### src/rtl/minc_prog_loader_if.sv
// minc_prog_loader_if
// Instruction-memory write port driven by the program loader.
//   rom_we    : one-cycle write strobe
//   rom_addr  : 8-bit word address
//   rom_wdata : 15-bit instruction word
// Modports: master (loader, drives the port), slave (memory, receives it).
interface minc_prog_loader_if;
    logic        rom_we;
    logic [7:0]  rom_addr;
    logic [14:0] rom_wdata;

    modport master (output rom_we, output rom_addr, output rom_wdata);
    modport slave  (input  rom_we, input  rom_addr, input  rom_wdata);
endinterface

### src/rtl/minc_prog_loader.sv
// minc_prog_loader
// Receives a framed 8N1 UART byte stream, assembles 15-bit instruction words
// and writes them sequentially from address 0 into the minc instruction
// memory. The core is held in reset while a frame is loading and is released
// only after the frame checksum matches.
// Frame: A5, N (0 = 256 words), N x {lo, hi}, checksum (8-bit sum of N and data).
// Ports:
//   CLK, RESET   : system clock, synchronous active-high reset
//   RXD          : asynchronous UART line, idle high
//   rom          : instruction-memory write port (master side)
//   cpu_nreset   : core reset, active-low
//   busy         : a frame is in progress
//   done         : one-cycle pulse on a successful load
//   err          : sticky error, cleared by the next sync byte or RESET
module minc_prog_loader #(
    parameter int CLKS_PER_BIT = 104
) (
    input  logic                       CLK,
    input  logic                       RESET,
    input  logic                       RXD,
    minc_prog_loader_if.master         rom,
    output logic                       cpu_nreset,
    output logic                       busy,
    output logic                       done,
    output logic                       err
);

    localparam int CW = $clog2(CLKS_PER_BIT + 1);
    localparam logic [CW-1:0] BIT_LAST  = CW'(CLKS_PER_BIT - 1);
    localparam logic [CW-1:0] HALF_LAST = CW'(CLKS_PER_BIT / 2 - 1);
    localparam logic [7:0]    SYNC_BYTE = 8'hA5;

    typedef enum logic [1:0] {R_IDLE, R_START, R_DATA, R_STOP} rx_state_t;
    typedef enum logic [2:0] {F_SYNC, F_COUNT, F_LO, F_HI, F_CSUM, F_ERR} fr_state_t;

    // ---------------- RXD synchronizer ----------------
    logic rxd_meta_q, rxd_meta_d;
    logic rxd_sync_q, rxd_sync_d;
    logic rxd_prev_q, rxd_prev_d;
    logic rxd_fall;

    // Next-state for the two-flop synchronizer and the edge-detect history
    always_comb begin
        rxd_meta_d = RXD;
        rxd_sync_d = rxd_meta_q;
        rxd_prev_d = rxd_sync_q;
        rxd_fall   = rxd_prev_q & ~rxd_sync_q;
    end

    // Synchronizer flops; idle line level is high
    always_ff @(posedge CLK) begin
        if (RESET) begin
            rxd_meta_q <= 1'b1;
            rxd_sync_q <= 1'b1;
            rxd_prev_q <= 1'b1;
        end else begin
            rxd_meta_q <= rxd_meta_d;
            rxd_sync_q <= rxd_sync_d;
            rxd_prev_q <= rxd_prev_d;
        end
    end

    // ---------------- UART receiver ----------------
    rx_state_t        rx_state_q, rx_state_d;
    logic [CW-1:0]    rx_cnt_q, rx_cnt_d;
    logic [2:0]       rx_bit_q, rx_bit_d;
    logic [7:0]       rx_shift_q, rx_shift_d;
    logic             byte_valid_q, byte_valid_d;
    logic [7:0]       byte_data_q, byte_data_d;
    logic             frame_err_q, frame_err_d;

    // Receiver next-state: half-bit wait to the start centre, then one full
    // bit period between samples so every bit is taken near its centre
    always_comb begin
        rx_state_d   = rx_state_q;
        rx_cnt_d     = rx_cnt_q;
        rx_bit_d     = rx_bit_q;
        rx_shift_d   = rx_shift_q;
        byte_valid_d = 1'b0;
        byte_data_d  = byte_data_q;
        frame_err_d  = 1'b0;
        case (rx_state_q)
            R_IDLE: begin
                if (rxd_fall) begin
                    rx_state_d = R_START;
                    rx_cnt_d   = '0;
                end else begin
                    rx_cnt_d   = '0;
                end
            end
            R_START: begin
                if (rx_cnt_q == HALF_LAST) begin
                    rx_cnt_d = '0;
                    rx_bit_d = 3'd0;
                    // A line already back high was a glitch, not a start bit
                    if (rxd_sync_q == 1'b0) begin
                        rx_state_d = R_DATA;
                    end else begin
                        rx_state_d = R_IDLE;
                    end
                end else begin
                    rx_cnt_d = rx_cnt_q + CW'(1);
                end
            end
            R_DATA: begin
                if (rx_cnt_q == BIT_LAST) begin
                    rx_cnt_d   = '0;
                    rx_shift_d = {rxd_sync_q, rx_shift_q[7:1]};
                    if (rx_bit_q == 3'd7) begin
                        rx_state_d = R_STOP;
                    end else begin
                        rx_bit_d = rx_bit_q + 3'd1;
                    end
                end else begin
                    rx_cnt_d = rx_cnt_q + CW'(1);
                end
            end
            R_STOP: begin
                if (rx_cnt_q == BIT_LAST) begin
                    rx_cnt_d   = '0;
                    rx_state_d = R_IDLE;
                    if (rxd_sync_q == 1'b1) begin
                        byte_valid_d = 1'b1;
                        byte_data_d  = rx_shift_q;
                    end else begin
                        frame_err_d  = 1'b1;
                    end
                end else begin
                    rx_cnt_d = rx_cnt_q + CW'(1);
                end
            end
            default: begin
                rx_state_d = R_IDLE;
                rx_cnt_d   = '0;
            end
        endcase
    end

    // Receiver state registers
    always_ff @(posedge CLK) begin
        if (RESET) begin
            rx_state_q   <= R_IDLE;
            rx_cnt_q     <= '0;
            rx_bit_q     <= 3'd0;
            rx_shift_q   <= 8'd0;
            byte_valid_q <= 1'b0;
            byte_data_q  <= 8'd0;
            frame_err_q  <= 1'b0;
        end else begin
            rx_state_q   <= rx_state_d;
            rx_cnt_q     <= rx_cnt_d;
            rx_bit_q     <= rx_bit_d;
            rx_shift_q   <= rx_shift_d;
            byte_valid_q <= byte_valid_d;
            byte_data_q  <= byte_data_d;
            frame_err_q  <= frame_err_d;
        end
    end

    // ---------------- Frame decoder ----------------
    fr_state_t   fr_state_q, fr_state_d;
    logic [7:0]  addr_q, addr_d;
    logic [8:0]  remain_q, remain_d;
    logic [7:0]  csum_q, csum_d;
    logic [7:0]  lo_q, lo_d;
    logic [14:0] wdata_q, wdata_d;
    logic        we_q, we_d;
    logic        nreset_q, nreset_d;
    logic        busy_q, busy_d;
    logic        done_q, done_d;
    logic        err_q, err_d;

    // Frame next-state; the address advances the cycle after each write strobe
    always_comb begin
        fr_state_d = fr_state_q;
        remain_d   = remain_q;
        csum_d     = csum_q;
        lo_d       = lo_q;
        wdata_d    = wdata_q;
        we_d       = 1'b0;
        nreset_d   = nreset_q;
        busy_d     = busy_q;
        done_d     = 1'b0;
        err_d      = err_q;
        if (we_q) begin
            addr_d = addr_q + 8'd1;
        end else begin
            addr_d = addr_q;
        end

        if (frame_err_q && (fr_state_q != F_SYNC)) begin
            fr_state_d = F_ERR;
        end else begin
            case (fr_state_q)
                F_SYNC: begin
                    if (byte_valid_q && (byte_data_q == SYNC_BYTE)) begin
                        err_d      = 1'b0;
                        nreset_d   = 1'b0;
                        busy_d     = 1'b1;
                        addr_d     = 8'd0;
                        fr_state_d = F_COUNT;
                    end else begin
                        fr_state_d = F_SYNC;
                    end
                end
                F_COUNT: begin
                    if (byte_valid_q) begin
                        // A zero count byte encodes a full 256-word image
                        remain_d   = (byte_data_q == 8'd0) ? 9'd256 : {1'b0, byte_data_q};
                        csum_d     = byte_data_q;
                        fr_state_d = F_LO;
                    end else begin
                        fr_state_d = F_COUNT;
                    end
                end
                F_LO: begin
                    if (byte_valid_q) begin
                        lo_d       = byte_data_q;
                        csum_d     = csum_q + byte_data_q;
                        fr_state_d = F_HI;
                    end else begin
                        fr_state_d = F_LO;
                    end
                end
                F_HI: begin
                    if (byte_valid_q) begin
                        csum_d = csum_q + byte_data_q;
                        // Instructions are 15 bits wide; bit 15 set is a corrupt word
                        if (byte_data_q[7]) begin
                            fr_state_d = F_ERR;
                        end else begin
                            wdata_d  = {byte_data_q[6:0], lo_q};
                            we_d     = 1'b1;
                            remain_d = remain_q - 9'd1;
                            if (remain_q == 9'd1) begin
                                fr_state_d = F_CSUM;
                            end else begin
                                fr_state_d = F_LO;
                            end
                        end
                    end else begin
                        fr_state_d = F_HI;
                    end
                end
                F_CSUM: begin
                    if (byte_valid_q) begin
                        if (byte_data_q == csum_q) begin
                            done_d     = 1'b1;
                            nreset_d   = 1'b1;
                            busy_d     = 1'b0;
                            fr_state_d = F_SYNC;
                        end else begin
                            fr_state_d = F_ERR;
                        end
                    end else begin
                        fr_state_d = F_CSUM;
                    end
                end
                F_ERR: begin
                    // Core stays in reset: memory may hold a partial image
                    err_d      = 1'b1;
                    busy_d     = 1'b0;
                    nreset_d   = 1'b0;
                    fr_state_d = F_SYNC;
                end
                default: begin
                    fr_state_d = F_SYNC;
                end
            endcase
        end
    end

    // Frame state and registered outputs
    always_ff @(posedge CLK) begin
        if (RESET) begin
            fr_state_q <= F_SYNC;
            addr_q     <= 8'd0;
            remain_q   <= 9'd0;
            csum_q     <= 8'd0;
            lo_q       <= 8'd0;
            wdata_q    <= 15'd0;
            we_q       <= 1'b0;
            nreset_q   <= 1'b1;
            busy_q     <= 1'b0;
            done_q     <= 1'b0;
            err_q      <= 1'b0;
        end else begin
            fr_state_q <= fr_state_d;
            addr_q     <= addr_d;
            remain_q   <= remain_d;
            csum_q     <= csum_d;
            lo_q       <= lo_d;
            wdata_q    <= wdata_d;
            we_q       <= we_d;
            nreset_q   <= nreset_d;
            busy_q     <= busy_d;
            done_q     <= done_d;
            err_q      <= err_d;
        end
    end

    assign rom.rom_we    = we_q;
    assign rom.rom_addr  = addr_q;
    assign rom.rom_wdata = wdata_q;
    assign cpu_nreset    = nreset_q;
    assign busy          = busy_q;
    assign done          = done_q;
    assign err           = err_q;

endmodule
### src/flat_wrapper.sv
// flat-port wrapper written by rule: the top's interface ports become plain ports
module minc_prog_loader_flat 
#(
    parameter int CLKS_PER_BIT = 104
)
  (CLK, RESET, RXD, cpu_nreset, busy, done, err, rom_rom_we, rom_rom_addr, rom_rom_wdata);
  minc_prog_loader_if rom_i ();
  input  logic CLK;
  input  logic RESET;
  input  logic RXD;
  output logic cpu_nreset;
  output logic busy;
  output logic done;
  output logic err;
  output wire logic [$bits(rom_i.rom_we)-1:0] rom_rom_we;
  output wire logic [$bits(rom_i.rom_addr)-1:0] rom_rom_addr;
  output wire logic [$bits(rom_i.rom_wdata)-1:0] rom_rom_wdata;
  assign rom_rom_we = rom_i.rom_we;
  assign rom_rom_addr = rom_i.rom_addr;
  assign rom_rom_wdata = rom_i.rom_wdata;
  minc_prog_loader #(.CLKS_PER_BIT(CLKS_PER_BIT)) u_core (.CLK(CLK), .RESET(RESET), .RXD(RXD), .rom(rom_i), .cpu_nreset(cpu_nreset), .busy(busy), .done(done), .err(err));
endmodule
### config.mk
export PLATFORM = sky130hd
export DESIGN_NAME = minc_prog_loader_flat
export DESIGN_NICKNAME = d
export VERILOG_FILES = /design/src/rtl/minc_prog_loader_if.sv /design/src/rtl/minc_prog_loader.sv /design/src/flat_wrapper.sv
export SDC_FILE = /design/constraint.sdc
export NUM_CORES = 1
export LEC_CHECK = 0
export BUFFER_PORTS_ARGS = -buffer_cell sky130_fd_sc_hd__buf_2
export CAP_MARGIN = 20
export CORE_UTILIZATION = 33
export DETAILED_ROUTE_END_ITERATION = 6
export GPL_TIMING_DRIVEN = 0
export PLACE_DENSITY = 0.46
export SLEW_MARGIN = 20
export SYNTH_ARGS = -nofsm -noshare
export SYNTH_HDL_FRONTEND = slang
export SYNTH_SLANG_ARGS = --single-unit
export TNS_END_PERCENT = 10
### constraint.sdc
create_clock -name CLK -period 2 [get_ports CLK]
set_input_delay 0.5 -clock CLK [delete_from_list [all_inputs] [get_ports CLK]]
set_output_delay 0.5 -clock CLK [all_outputs]
set_load 0.1 [all_outputs]
==> impl_metrics.py <==
metrics = {
    "outcome": {
        "outcome": "finished with violations",
        "violations": "design-rule violations",
    },
    "timing": {
        "final_max_slew_viol_count": 0,
        "setup_viol": 0,
        "clock.fmax_mhz": 529,
        "rsz0062_at_grt": "yes",
        "layout_min_cycle_time_ns": 1.89,
        "worst_pin_slew_ns": 0.670,
        "fin_skew_ns": 0.00575,
        "slew_headroom": 0.553,
        "worst_hold_slack_ns": 0.344,
        "fin_crit_sh": 0.945,
        "hold_viol": 0,
    },
    "final_layout": {
        "fillers": 1356,
        "final_cells": 715,
        "drive_gt1_frac": 0.175,
        "antenna_cells": 0,
        "regArea_um2": 1800,
        "final_area_um2": 4990,
        "final_util": 0.395,
        "nNetsFinal": 556,
        "multiInputGateArea_um2": 2350,
        "syn_to_final_growth_pct": 17.1,
    },
    "route": {
        "wire_per_inst_um": 15.0,
        "routed_wl_mm": 10.7,
        "ant_nets": 0,
        "drc": 2,
        "drt_iter0_markers": 149,
        "vias_per_cell": 4.98,
        "vias": 3564,
        "first_pass_iters": 6,
    },
    "global_route": {
        "antenna_found_initial": 0,
        "grt_max_degree": 16,
        "grt_first_pass_wirelength_mm": 17.3,
        "track_usage": 0.170,
        "grt-ovfl-total": 0,
        "grt_pass1_vias": 3365,
    },
    "clock_tree": {
        "hold_buffers": 0,
        "cts_tree": "yes",
        "clk_latency_ns": 0.34,
        "cts_buffer_depth": 2,
        "cts_buffers": 9,
        "clk_transition_reported_paths_ns": 0.07,
        "cts-root-buf": "clkbuf_16",
        "cts-htree-levels": 3,
        "cts.sinks": 89,
    },
    "pwr": {
        "peakVddDrop_uv": 362,
        "p_leak_nw": 1.88,
        "combPwrFrac": 0.017,
        "switchingPower_mw": 0.786,
        "p_seq_frac": 0.520,
        "p_per_area_nw_per_um2": 684,
        "pwr-share-clk": 0.463,
        "intPower_mw": 2.63,
        "switching_share": 0.230,
        "power_mw": 3.41,
    },
    "die": {
        "ios": 31,
        "die_h_um": 116,
        "initial_core_util": 0.337,
        "core_area_um2": 12600,
        "num_rows": 41,
        "die_w_um": 116,
        "dieArea_um2": 13400,
    },
    "yosys": {
        "synth_nets": 513,
        "async_flop_share": 0,
        "synth_cells": 496,
        "ys.flop_type": "dfxtp_1",
        "synth_seq_area_share": 0.419,
        "synth_edf_count": 0,
        "syn_avg_cell_area_um2": 8.58,
        "synth_seq_cells": 89,
        "synth_warnings": 0,
        "synth.distinct_cells": 66,
        "synth_area_um2": 4260,
    },
    "critical_path": {
        "end_kind": "flip-flop",
        "crit_family": "compound AO/OA/AOI/OAI gates",
        "cp_max_fo": 8,
        "worstPathArrival_ns": 2.12,
        "cp.buffers_inverters": 0,
        "cp.required_ns": 2.23,
        "worst_setup_path_start_kind": "flip-flop",
        "critPathMaxStageDelay_ns": 0.39,
        "cp_slowest_cell": "dfxtp_4",
        "path_cells": "ha_1 > nor4_2 > and3_4 > a21oi_1 > a21o_1 > a221o_1",
        "criticalPathCategory": "flip-flop to flip-flop",
    },
    "place": {
        "place_congestion": 0.809,
        "port_buffers": 30,
        "dpl_cell_area_um2": 4620,
        "placed_cells": 698,
        "hpwl_mm": 7.47,
    },
    "run": {
        "cap_violations": 0,
    },
    "hold_path": {
        "hold_class": "primary input to flip-flop",
    },
}
-- power groups by stage --
stage	clock network, mW	logic (mW)	registers [mW]
global placement	0	0.0592	1.82
floorplan	0	0.0349	1.82
detailed placement	0	0.0588	1.82
global route	1.69	0.0627	1.77
CTS	1.62	0.0589	1.78
finish	1.58	0.0574	1.77
-- worst register-to-register path, cell delays in order (launching register included) --
cell	delay (ns)
dfxtp_4	0.39
ha_1	0.35
nor4_2	0.27
and3_4	0.24
a21oi_1	0.09
a21o_1	0.16
a221o_1	0.28
-- cell usage after synthesis, drive strengths merged (3+ instances only) --
| library cell | number | share of area |
|---|---|---|
| a211oi | 5 | 0.0088 |
| a21o | 4 | 0.0071 |
| a21oi | 39 | 0.046 |
| and3 | 3 | 0.0044 |
| buf | 16 | 0.021 |
| clkbuf | 12 | 0.011 |
| dfxtp | 89 | 0.42 |
| ha | 13 | 0.038 |
| inv | 13 | 0.011 |
| mux2i | 29 | 0.068 |
| nand2 | 51 | 0.045 |
| nand2b | 7 | 0.010 |
| nand3 | 7 | 0.0094 |
| nand4 | 9 | 0.015 |
| nor2 | 82 | 0.075 |
| nor2b | 4 | 0.0059 |
| nor3 | 14 | 0.019 |
| nor3b | 7 | 0.020 |
| nor4 | 8 | 0.013 |
| o211ai | 3 | 0.0053 |
| o21ai | 22 | 0.026 |
| or2 | 5 | 0.0073 |
| or3 | 3 | 0.0056 |
| xnor2 | 8 | 0.016 |
| xor2 | 7 | 0.014 |
-- cell type report --
| type | instances | area share |
|---|---|---|
| tap | 172 | 0.0432 |
| multi-input combinational | 366 | 0.471 |
| inverter | 13 | 0.00979 |
| clock inverter | 6 | 0.00903 |
| timing repair buffer | 32 | 0.0331 |
| clock buffer | 9 | 0.0452 |
| sequential | 89 | 0.361 |
| buffer | 28 | 0.0284 |
-- per-stage QoR --
stage / worst slack [ns] / setup TNS, ns
after global placement: -0.232 / -0.597
after global routing: -0.0454 / -0.208
final: 0.111 / 0
after CTS: 0.0103 / 0
after floorplan: 0.0772 / 0
after detailed placement: -0.252 / -0.721
-- cells in the final DEF, fill, tap and decap left out, types with 3 or more instances in the layout --
cell / count
ha_1: 10
clkinv_4: 3
a21o_1: 4
a21oi_1: 39
nor2_1: 80
nor3_1: 13
nand3_1: 6
nand4_1: 8
inv_1: 13
mux2i_1: 29
nor3b_1: 3
nand2b_1: 7
buf_4: 6
clkbuf_1: 11
dfxtp_1: 82
nand2_1: 51
dfxtp_4: 3
xnor2_1: 8
nor4_1: 6
a211oi_1: 4
buf_2: 40
dfxtp_2: 4
o211ai_1: 3
clkbuf_16: 9
nor2b_1: 3
xor2_1: 7
or2_2: 3
o21ai_0: 17
o21ai_1: 5
-- path summary, 6_finish.rpt --
| kind | from | to | slack [ns] | cells after the start |
|---|---|---|---|---|
| worst max-delay path | u_core.byte_data_q[2] | u_core.cpu_nreset | 0.11 | 6 |
| worst min-delay path | RXD | u_core.rxd_meta_q | 0.34 | 2 |
| worst max register to register | u_core.byte_data_q[2] | u_core.cpu_nreset | 0.11 | 6 |
| worst min register to register | u_core.rxd_meta_q | u_core.rxd_prev_d | 0.41 | 1 |
-- logic make-up after synthesis --
logic type	Yosys count	share of synthesized area
xor gates and xnor gates	15	0.0309
and+or+nand+nor	210	0.253
DFF	89	0.419
adders and majority gates	14	0.0429
muxes	29	0.0682
AOI/OAI and AO/OA	98	0.143
buffers and inverters	41	0.0435
-- sequential cells by signal (all words and copies together) (netlist names), 7 cells and up, named ones only --
| register | flops |
|---|---|
| u_core.rx_cnt_q | 7 |
| u_core.csum_q | 8 |
| u_core.rom.rom_wdata | 15 |
| u_core.byte_data_q | 8 |
| u_core.lo_q | 8 |
| u_core.remain_q | 9 |
| u_core.rom.rom_addr | 8 |
| u_core.rx_shift_q | 8 |
-- routing by layer --
metal  global-route usage  up-vias  routed length (um)
met4               0.0684        0                 176
met3               0.0267       12                 284
met2                0.271       46                4830
met1                0.229     1679                5400
li1                     -     1827                   -
met5                    0        -                   0
-- what timing repair did --
action | 4_1_cts | 5_1_grt
setup endpoints to repair | 7 | 26
gates resized for setup | 8 | 17
pin swaps | 0 | 1
setup buffers | 0 | 2
No activity file was read; power rests on OpenSTA's default activity.
